## config.mk

```make
export PLATFORM = sky130hd
export DESIGN_NAME = pfd_lock_detect
export DESIGN_NICKNAME = d
export VERILOG_FILES = /design/src/rtl/pfd_lock_detect.sv
export SDC_FILE = /design/constraint.sdc
export NUM_CORES = 1
export LEC_CHECK = 0
export ABC_AREA = 0
export CORE_MARGIN = 2
export CORE_UTILIZATION = 54
export CTS_CLUSTER_DIAMETER = 150
export DETAILED_ROUTE_END_ITERATION = 7
export PLACE_DENSITY = 0.79
export REMOVE_ABC_BUFFERS = 1
export SLEW_MARGIN = 40
export SYNTH_ARGS = -nofsm -noshare
export SYNTH_HDL_FRONTEND = slang
export SYNTH_SLANG_ARGS = --single-unit
```

## constraint.sdc

```tcl
create_clock -name clk -period 2 [get_ports clk]
set_input_delay 0.4 -clock clk [delete_from_list [all_inputs] [get_ports clk]]
set_output_delay 0.4 -clock clk [all_outputs]
set_load 0.1 [all_outputs]
```

## src/rtl/pfd_lock_detect.sv

```systemverilog
// pfd_lock_detect: oversampling PFD lock detector with hysteresis and reference-loss timeout
//   clk, rst          sampling clock (>=4x refclk), synchronous active-high reset
//   refclk, up, down  asynchronous reference clock and PFD pulses
//   lock              high in LOCKED or HOLD
//   ref_lost          high while no refclk edge has been seen for TIMEOUT cycles
//   win_valid         one-cycle strobe when up_pw/dn_pw update
//   up_pw, dn_pw      high-sample counts of the last closed window
//   state             0 UNLOCKED, 1 ACQUIRE, 2 LOCKED, 3 HOLD
module pfd_lock_detect #(
   parameter int PW_W       = 8,
   parameter int MAX_PW     = 2,
   parameter int LOCK_CNT   = 16,
   parameter int UNLOCK_CNT = 4,
   parameter int TIMEOUT    = 255
) (
   input  logic            clk,
   input  logic            rst,
   input  logic            refclk,
   input  logic            up,
   input  logic            down,
   output logic            lock,
   output logic            ref_lost,
   output logic            win_valid,
   output logic [PW_W-1:0] up_pw,
   output logic [PW_W-1:0] dn_pw,
   output logic [1:0]      state
);
   localparam logic [1:0] UNLOCKED = 2'd0, ACQUIRE = 2'd1, LOCKED = 2'd2, HOLD = 2'd3;
   localparam int GC_W = $clog2(LOCK_CNT + 1);
   localparam int BC_W = $clog2(UNLOCK_CNT + 1);
   localparam int TO_W = $clog2(TIMEOUT + 1);
   localparam logic [PW_W-1:0] MAX_L    = PW_W'(MAX_PW);
   localparam logic [GC_W-1:0] LOCK_L   = GC_W'(LOCK_CNT);
   localparam logic [BC_W-1:0] UNLOCK_L = BC_W'(UNLOCK_CNT);
   localparam logic [TO_W-1:0] TO_MAX   = TO_W'(TIMEOUT);
   localparam logic [TO_W-1:0] TO_LAST  = TO_W'(TIMEOUT - 1);
   logic [1:0]      ref_s, up_s, dn_s;
   logic            ref_prev, armed, ref_edge, win_good;
   logic [PW_W-1:0] up_cnt, dn_cnt;
   logic [GC_W-1:0] good_cnt, gc_inc, gc_n;
   logic [BC_W-1:0] bad_cnt, bc_inc, bc_n;
   logic [TO_W-1:0] to_cnt;
   logic [1:0]      st_n;
   assign ref_edge = ref_s[1] & ~ref_prev;
   // the running counts become up_pw/dn_pw at the closing edge, so judge them directly
   assign win_good = (up_cnt <= MAX_L) && (dn_cnt <= MAX_L);
   assign gc_inc   = good_cnt + GC_W'(1);
   assign bc_inc   = bad_cnt + BC_W'(1);
   assign lock     = state[1];
   // good_cnt is zero in UNLOCKED, so UNLOCKED and ACQUIRE share one rule (likewise LOCKED/HOLD with bad_cnt)
   always_comb begin
      st_n = state;
      gc_n = '0;
      bc_n = '0;
      if (!state[1]) begin
         st_n = !win_good ? UNLOCKED : (gc_inc == LOCK_L) ? LOCKED : ACQUIRE;
         gc_n = (win_good && gc_inc != LOCK_L) ? gc_inc : '0;
      end else begin
         st_n = win_good ? LOCKED : (bc_inc == UNLOCK_L) ? UNLOCKED : HOLD;
         bc_n = (!win_good && bc_inc != UNLOCK_L) ? bc_inc : '0;
      end
   end
   always_ff @(posedge clk) begin
      if (rst) begin
         ref_s     <= '0;
         up_s      <= '0;
         dn_s      <= '0;
         ref_prev  <= 1'b0;
         armed     <= 1'b1;
         up_cnt    <= '0;
         dn_cnt    <= '0;
         good_cnt  <= '0;
         bad_cnt   <= '0;
         to_cnt    <= '0;
         ref_lost  <= 1'b0;
         win_valid <= 1'b0;
         up_pw     <= '0;
         dn_pw     <= '0;
         state     <= UNLOCKED;
      end else begin
         ref_s     <= {ref_s[0], refclk};
         up_s      <= {up_s[0], up};
         dn_s      <= {dn_s[0], down};
         ref_prev  <= ref_s[1];
         win_valid <= 1'b0;
         if (ref_edge) begin
            to_cnt   <= '0;
            ref_lost <= 1'b0;
            armed    <= 1'b0;
            up_cnt   <= PW_W'(up_s[1]);
            dn_cnt   <= PW_W'(dn_s[1]);
            if (!armed) begin
               up_pw     <= up_cnt;
               dn_pw     <= dn_cnt;
               win_valid <= 1'b1;
               state     <= st_n;
               good_cnt  <= gc_n;
               bad_cnt   <= bc_n;
            end
         end else if (to_cnt == TO_LAST) begin
            // counter parks at TIMEOUT so the loss event fires once per outage
            to_cnt   <= TO_MAX;
            ref_lost <= 1'b1;
            armed    <= 1'b1;
            state    <= UNLOCKED;
            up_cnt   <= '0;
            dn_cnt   <= '0;
            good_cnt <= '0;
            bad_cnt  <= '0;
         end else begin
            to_cnt <= to_cnt + TO_W'(to_cnt != TO_MAX);
            up_cnt <= up_cnt + PW_W'(up_s[1] && !(&up_cnt));
            dn_cnt <= dn_cnt + PW_W'(dn_s[1] && !(&dn_cnt));
         end
      end
   end
endmodule

```

; ---- Yosys cells after proc, flatten, opt, wreduce, memory -nomap -nowiden
; Index checks and enable logic that the tools add are counted.
[classes]
addsub = 5
muxes = 26
n_eq_ne = 7
n_reduce_logical = 16
bitwise_logic = 4
magnitude_cmp = 2
[ops]
columns = op, count
row1 = two-way mux 5 bit, 5
row2 = adder 8 x 1 -> 8 bit, 3
row3 = "less-or-equal comparator 8 x 2 -> 1 bit, second input constant", 2
row4 = two-way mux 2 bit, 8
row5 = AND reduction 8 bit, 2
row6 = two-way mux 3 bit, 5
row7 = "equality test 8 bit, second input constant", 1
row8 = two-way mux 8 bit, 1
row9 = "!= test 8 bit, second input constant", 1
row10 = two-way mux 1 bit, 7
row11 = "adder 5 x 1 -> 5 bit, second input constant", 1
row12 = "equality test 5 bit, second input constant", 1
row13 = logical AND 1 bit, 5
row14 = "!= test 5 bit, second input constant", 1
row15 = AND reduction 2 bit, 2
row16 = OR reduction 2 bit, 2
row17 = "adder 3 x 1 -> 3 bit, second input constant", 1
row18 = "equality test 3 bit, second input constant", 1
row19 = zero test 1 bit, 3
row20 = "!= test 3 bit, second input constant", 1
row21 = inverter 1 bit, 3
row22 = OR reduction 3 bit, 1
row23 = "!= test 2 bit, second input constant", 1
row24 = nonzero test 2 bit, 1
row25 = AND 1 bit, 1
[totals]
in_bits = 5
word_cells = 77
regBits = 60

; ---- Depth between registers and ports, before layout
[depth]
ltp_word = 8
ltp_mapped = 8
ltp_nobuf = 8

; ---- Least setup slack after synthesis
; No wires, ideal clock.
[synth_path]
path_type = reg-to-output
from = register state[1]
to = output state[1]
path_slack_ns = 0.151
required_ns = 1.600
n_path_buf = 1
stages_incl_launch_ff = 2
arrival_ns = 1.449
cell_sequence = dfxtp_1 buf_4
[synth_rtl]
columns = item, line_no
row1 = start: declaration, 26  ; output logic [1:0] state
row2 = start signal: assignment, 96  ; state <= st_n;
; No word-level cell between the ends.

; ---- Worst setup path in the final report
[layout_path]
from = register dn_cnt[3]
to = register dn_cnt[4]
[layout_between]
elab_chain_len = 4
[layout_lines]
columns = item, line_no
row1 = start: declaration, 39  ; logic [PW_W-1:0] up_cnt, dn_cnt;
row2 = start signal: assignment, 91  ; dn_cnt <= PW_W'(dn_s[1]);
row3 = start signal: assignment, 113  ; dn_cnt <= dn_cnt + PW_W'(dn_s[1] && !(&dn_cnt));
row4 = AND reduction 8 bit, 113
row5 = zero test 1 bit, 113
row6 = logical AND 1 bit, 113
row7 = adder 8 x 1 -> 8 bit *, 113
; Every way passes the cells marked *; elsewhere a longest branch is shown, timed or not.
; A chain may end at the register's enable or synchronous reset.

==> flow_metrics.env <==
export IMPL_run_status="completed"
export IMPL_critical_path_arrival_ns=2.06
export IMPL_startpoint_type="flop"
export IMPL_max_freq_ghz=0.539
export IMPL_vias_in_the_first_global_route=1984
export IMPL_via_count=2081
export IMPL_cts_buffers_inserted=9
export IMPL_final_max_slew_viol_count=0
export IMPL_number_of_synthesized_register_bits=60
export IMPL_initial_utilization_pct=55.3
export IMPL_synth_cell_type_count=46
export IMPL_dieHeight_um=73.1
export IMPL_timing_critical_path_fanout_max=6
export IMPL_post_synth_top_area_fraction_pct=46.6
export IMPL_synthesis_instances=291
export IMPL_floorplan_io_pins=26
export IMPL_synthToLayoutAreaGrowth_pct=19.6
export IMPL_skew_ns=0.00583
export IMPL_cts_max_path_buffers=2
export IMPL_netlist_top_cell_by_area="dfxtp_1"
export IMPL_maximum_number_of_pins_on_one_net_before_global_route_repair=20
export IMPL_initialDrtViolationCount=142
export IMPL_grt_first_pass_wirelength_mm=8.71
export IMPL_reg2reg_to="dn_cnt[4]"
export IMPL_syn_area_um2=2580
export IMPL_powerDensity_nw_per_um2=757
export IMPL_chipWidth_um=73.1
export IMPL_final_setup_viol_count=0
export IMPL_drt_total_wl_mm=4.99
export IMPL_htree_levels=3
export IMPL_maximum_ir_drop_on_the_vdd_rail_mv=0.417
export IMPL_drive_above_1_share_pct=17.0
export IMPL_drv_max_cap_violation_count=0
export IMPL_worst_hold_slack_ns=0.433
export IMPL_synthTopCellsByCount="60 x dfxtp_1, 49 x nand2_1, 29 x a21oi_1, 27 x nor2_1, 18 x nand3_1"
export IMPL_core_um2=4660
export IMPL_fill_cells=375
export IMPL_clock_sinks=60
export IMPL_period_minus_slack_ns=1.86
export IMPL_critical_path_endpoint="dn_cnt[4]"
export IMPL_synth_edff_count=0
export IMPL_antenna_cells=0
export IMPL_async_reset_ff_share_pct=0
export IMPL_postLayoutCellArea_um2=3080
export IMPL_detailed_place_area_um2=2890
export IMPL_drt_pass1_iterations=4
export IMPL_antenna_left=0
export IMPL_most_common_cell_in_the_netlist="dfxtp_1"
export IMPL_slew_at_the_pin_closest_to_its_max_slew_limit_ns=0.452
export IMPL_worst_slew_margin_rel_pct=69.8
export IMPL_fin_crit_sh_pct=92.8
export IMPL_die_area_um2=5340
export IMPL_timing_final_hold_violations=0
export IMPL_grt_setup_unrepaired="false"
export IMPL_remaining_drc_errors=0
export IMPL_dp_final_hpwl_mm=3.53
export IMPL_worst_r2r_path_depth=8
export IMPL_clkTransAtPathRegs_ns=0.06
export IMPL_ys_warnings_count=0
export IMPL_worstSkewPairLatency_ns=0.33
export IMPL_total_leakage_power_nw=1.23
export IMPL_r2r_setup_slack_ns=0.14
export IMPL_critical_path_startpoint="dn_cnt[3]"
export IMPL_hold_buffers=0
export IMPL_timing_hold_worst_class="flop to flop"
export IMPL_cts_tree="yes"
export IMPL_place_gp_congestion=0.834
export IMPL_floorplan_rows=25
export IMPL_gr_total_overflow=0
export IMPL_vias_per_cell=5.43
export IMPL_critPathRequiredTime_ns=2.20
export IMPL_grt_antenna_before_repair=0
export IMPL_ys_flop_type="dfxtp_1"
export IMPL_synth_sequential_area_ratio_pct=46.6
export IMPL_r2r_start="dn_cnt[3]"
export IMPL_grtUsageTotal_pct=21.3
export IMPL_post_cts_setup_buffer_count=0
export IMPL_timing_setup_critical_path_class="flop to flop"
export IMPL_average_instance_area_after_synthesis_um2=8.85
export IMPL_finalNetCount=340
export IMPL_avgRoutedWirePerCell_um=13.0
export IMPL_ctsResizeCount=0
export IMPL_synth_top_cells_by_area="dfxtp_1 47%, nand2_1 7.1%, a21oi_1 5.6%"
export IMPL_io_buffer_count=25
export IMPL_clock_root_buffer="clkbuf_8"
export IMPL_setup_worst_path_end_class="flop"
report_power, final:
group / total [mW] / switching, mW / leakage [nW] / internal (mW)
Clock: 1.03 / 0.425 / 0.0935 / 0.602
Combinational: 0.0817 / 0.0491 / 0.649 / 0.0326
Sequential: 1.23 / 0.0141 / 0.487 / 1.21
Total: 2.33 / 0.489 / 1.23 / 1.85
stage by stage:
step	setup slack (ns)	util (%)	TNS [ns]	power [mW]	cells
6_report	0.143	66.1	0	2.33	383
5_1_grt	0.0250	66.1	0	2.43	383
4_1_cts	0.123	66.0	0	2.35	383
3_5_place_dp	0.143	62.1	0	1.33	368
3_3_place_gp	0.186	62.1	0	1.33	368
2_1_floorplan	-0.664	-	-3.63	1.29	279
cells in the final DEF (no fill, tap or decap), types with 2 or more instances in the layout:
master / instances
dfxtp_2: 3
nand3_1: 18
clkbuf_8: 10
and4_2: 2
buf_12: 2
or4_1: 3
nor3_1: 2
o211a_1: 2
nand2b_1: 2
inv_1: 2
nor4_2: 2
xnor2_1: 5
xor2_1: 14
a41oi_1: 2
o21ai_0: 3
dfxtp_1: 57
clkdlybuf4s50_1: 4
nand4_1: 5
nor2b_1: 8
nor2_1: 27
nand4b_1: 2
clkbuf_1: 3
buf_4: 29
and3_1: 8
a21oi_1: 29
nand2_1: 49
and4_1: 2
o21a_1: 2
ha_1: 10
per-layer routing:
| layer | GRT usage (%) | up-vias | wire, µm |
|---|---|---|---|
| met1 | 27.8 | 967 | 2430 |
| met4 | 12.1 | 0 | 95 |
| met3 | 5.52 | 9 | 140 |
| met2 | 31.9 | 24 | 2330 |
| li1 | - | 1081 | - |
| met5 | 0 | - | 0 |
worst min path at each step:
stage | endpoint | from | depth (start not counted) | slack (ns)
global route | dn_s[1] | dn_s[0] | 1 | 0.46
floorplan | dn_s[1] | dn_s[0] | 1 | 0.41
CTS | dn_s[1] | dn_s[0] | 1 | 0.44
global placement | dn_s[1] | dn_s[0] | 1 | 0.42
finish | dn_s[1] | dn_s[0] | 1 | 0.43
detailed placement | dn_s[1] | dn_s[0] | 1 | 0.42
cells by family (layout without fill, tap and decap cells):
group                      after synthesis  in the layout  synth area share (%)
AOI/OAI and AO/OA                       51             51                  12.4
xor gates and xnor gates                19             19                  6.46
adders and majority gates               10             10                  4.86
buffers and inverters                   14             52                  2.33
DFF                                     60             60                  46.6
muxes                                    1              1                 0.437
and+or+nand+nor                        136            136                  26.9
critical path, cell delays in order (launching register included):
cell     delay, ns
dfxtp_1       0.43
and4_2        0.28
nand2_1       0.06
o21a_1        0.19
ha_1          0.22
ha_1          0.24
nand3_1       0.10
xor2_1        0.15
nor2_1        0.05
area by class of cell:
cell class | count | area [µm²] | share of cell area [%]
clock buffers | 13 | 149 | 4.83
clock inverters | 2 | 35.0 | 1.14
inverters | 2 | 7.51 | 0.244
multi-input cells | 217 | 1320 | 42.8
flip-flops and latches | 60 | 1200 | 39.1
well taps | 54 | 67.6 | 2.19
repair buffers | 35 | 298 | 9.66
state kept, by name, summed over array words and instances (netlist names), 3 cells and up:
| name | flops |
|---|---|
| up_cnt | 8 |
| bad_cnt | 3 |
| up_pw | 8 |
| dn_pw | 8 |
| good_cnt | 5 |
| dn_cnt | 8 |
| to_cnt | 8 |
No activity file was read; power rests on OpenSTA's default activity.
==> RTL edit, RTL diff (config.mk and constraints unchanged) <==
Make the reset (`rst`) asynchronous in one clocked block. Comments in the files are not updated.
--- a/src/rtl/pfd_lock_detect.sv
+++ b/src/rtl/pfd_lock_detect.sv
@@ -60,7 +60,7 @@
          bc_n = (!win_good && bc_inc != UNLOCK_L) ? bc_inc : '0;
       end
    end
-   always_ff @(posedge clk) begin
+   always_ff @(posedge clk or posedge rst) begin
       if (rst) begin
          ref_s     <= '0;
          up_s      <= '0;
Behaviour: differs if rst is asserted again (counterexample within 10 cycles, from zero or initial values and one cycle with rst high); with rst held inactive, the same outputs for 10 cycles.
==> RTL edit against the original RTL <==
- sequential share of layout area increased by 5.3 points
- setup slack worse by 0.0067 ns
- cell area is 9.9% higher
- synthesized area up 7.0%
- sequential cell count is the same
- fmax fell by 0.36%
- via count up 0.24%
- routed wire length is 3.6% higher
- largest cell class is now sequential cells
- highest routed layer unchanged
Power is not compared: it rests on default switching activity, and its combinational part moved more than twofold at a synthesized area within 25%.
==> RTL edit: results (changes against the original RTL) <==
| Metric | Value |
|---|---|
| Status | finished, final reports clean |
| Cts bufs inserted | 9 (unchanged) |
| TritonRoute pass-1 iters | 4 (unchanged) |
| Sequential area share after synthesis | 54.5% (+7.9 points) |
| Commonest cells in the netlist | nand2_1 (72), dfrtp_1 (59), nor2_1 (27), nand3_1 (16), xor2_1 (13) |
| Synth area leaders | dfrtp_1 (54%), nand2_1 (9.8%), ha_1 (4.5%) |
| Root buffer cell | clkbuf_8 |
| Port-buffer cells | 25 (unchanged) |
| Worst-path maximum fanout | 4 (-2) |
| Leak pwr | 1.66 nW |
| Pin count of the biggest net entering global routing | 37 (+85%) |
| Dpl cell area | 0.00317 mm2 (+9.6%) |
| WL per Instance | 12.9 um (-0.78%) |
| Vias per cell | 5.22 (-4.0%) |
| H-tree Lvls | 3 (unchanged) |
| Skew final | 0.00668 ns (+0.000856 ns) |
| Clock transition at path regs | 0.06 ns (about the same) |
| CP startpoint | dn_cnt[4]$_DFF_PP0_ |
| Internal | 2.33 mW |
| HP Start | ref_s[0]$_DFF_PP0_ |
| Slew margin rel. | 75.0% (+5.2 points) |
| Synth Warn # | 0 (unchanged) |
| Pre-CTS WS | 0.120 ns (-0.0225 ns) |
| Total GRT Usage | 21.6% (+0.30 points) |
| Syn_area_per_cell | 9.92 um2 (+12%) |
| Initial DRC count | 116 (-18%) |
| Min-delay worst type | register to register |
| Drt total wl | 5170 um (+3.6%) |
| First-pass GRT wire length | 9000 um (+3.3%) |
| CTS max path bufs | 2 (unchanged) |
| Routability cong. | 0.849 (+1.8%) |
| Initial antenna violation count | 0 (unchanged) |
| Ant. Diodes | 0 (unchanged) |
| Post-synth cell types | 45 (-2.2%) |
| Launching point of the worst reg2reg path | dn_cnt[4]$_DFF_PP0_ |
| Top layer in use | met4 |
| Inst Count DP | 381 (+3.5%) |
| Synth Flop Type | dfrtp_1 |
| Layout cells sized above 1 | 19.7% (+2.7 points) |
| Share of synthesized flip-flops with an asynchronous set or reset | 100% (+100 points) |
| WL met3 | 226 um (+61%) |
| FILL cells | 397 (+5.9%) |
| HPWL Detailed | 3510 um (-0.37%) |
| Worst-Skew Late Latency | 0.34 ns |
| Worst IR Drop VDD | 0.000836 V |
| Number of global-route vias before repair | 2002 (+0.91%) |
| Met2 WL | 2380 um (+2.2%) |
| Wl on met1 | 2450 um (+1.0%) |
| # nets final | 340 (unchanged) |
RTL edit: cell families (layout without fill, tap and decap cells):
group / count (synthesis) / after routing / synth area share, %
and+or+nand+nor: 143 / 143 / 24.5
xor gates and xnor gates: 18 / 18 / 5.72
muxes: 1 / 1 / 0.363
buffers and inverters: 13 / 65 / 2.13
AOI/OAI and AO/OA: 33 / 33 / 8.26
DFF: 60 / 60 / 54.5
adders and majority gates: 10 / 10 / 4.54
RTL edit: final timing paths:
| check | slack (ns) | end | cells after the start |
|---|---|---|---|
| setup reg to reg | 0.14 | dn_cnt[4]$_DFF_PP0_ | 9 |
| setup / recovery | 0.14 | dn_cnt[4]$_DFF_PP0_ | 9 |
| hold / removal | 0.35 | ref_s[1]$_DFF_PP0_ | 0 |
| min in group asynchronous | 0.42 | good_cnt[3]$_DFFE_PP0P_ | 3 |
| max in group asynchronous | 1.29 | armed$_DFFE_PP1P_ | 3 |
| hold reg to reg | 0.35 | ref_s[1]$_DFF_PP0_ | 0 |
RTL edit: layout make-up:
| class | count | area share [%] |
|---|---|---|
| Clock buffer | 14 | 4.51 |
| Timing Repair Buffer | 44 | 11.5 |
| Sequential cell | 60 | 44.4 |
| Inverter | 5 | 0.554 |
| Clock inverter | 2 | 1.03 |
| Tap cell | 70 | 2.58 |
| Multi-Input combinational cell | 205 | 35.5 |
RTL edit: layer usage:
layer | track usage, % | up-vias
li1 | - | 1036
met1 | 28.7 | 990
met2 | 32.9 | 49
met3 | 5.82 | 11
met4 | 11.3 | 0
met5 | 0 | -
RTL edit: worst max-delay path, cell delays in order, from the launching register on:
cell     delay, ns
dfrtp_1       0.39
and3_1        0.19
and2_4        0.15
nand2_1       0.05
o21a_1        0.19
ha_1          0.22
ha_1          0.24
nand3_1       0.11
xor2_1        0.16
nor2_1        0.06
RTL edit: metrics by stage:
step	power [mW]	utilization [%]
final	3.72	67.6
after global routing	3.92	67.6
after CTS	3.76	67.1
after detailed placement	2.70	63.3
after global placement	2.66	63.3
after floorplan	2.38	-
RTL edit: timing repair:
action                     4_1_cts  5_1_grt
setup buffers                    0        3
setup endpoints to repair        0        4
gates resized for setup          0        2
RTL edit: power groups by stage:
stage | clock network [mW] | registers, mW | logic [mW]
6_report | 1.05 | 1.54 | 1.13
2_1_floorplan | 0 | 1.98 | 0.395
5_1_grt | 1.13 | 1.57 | 1.23
3_5_place_dp | 0 | 1.56 | 1.13
4_1_cts | 1.07 | 1.55 | 1.14
3_3_place_gp | 0 | 1.56 | 1.10
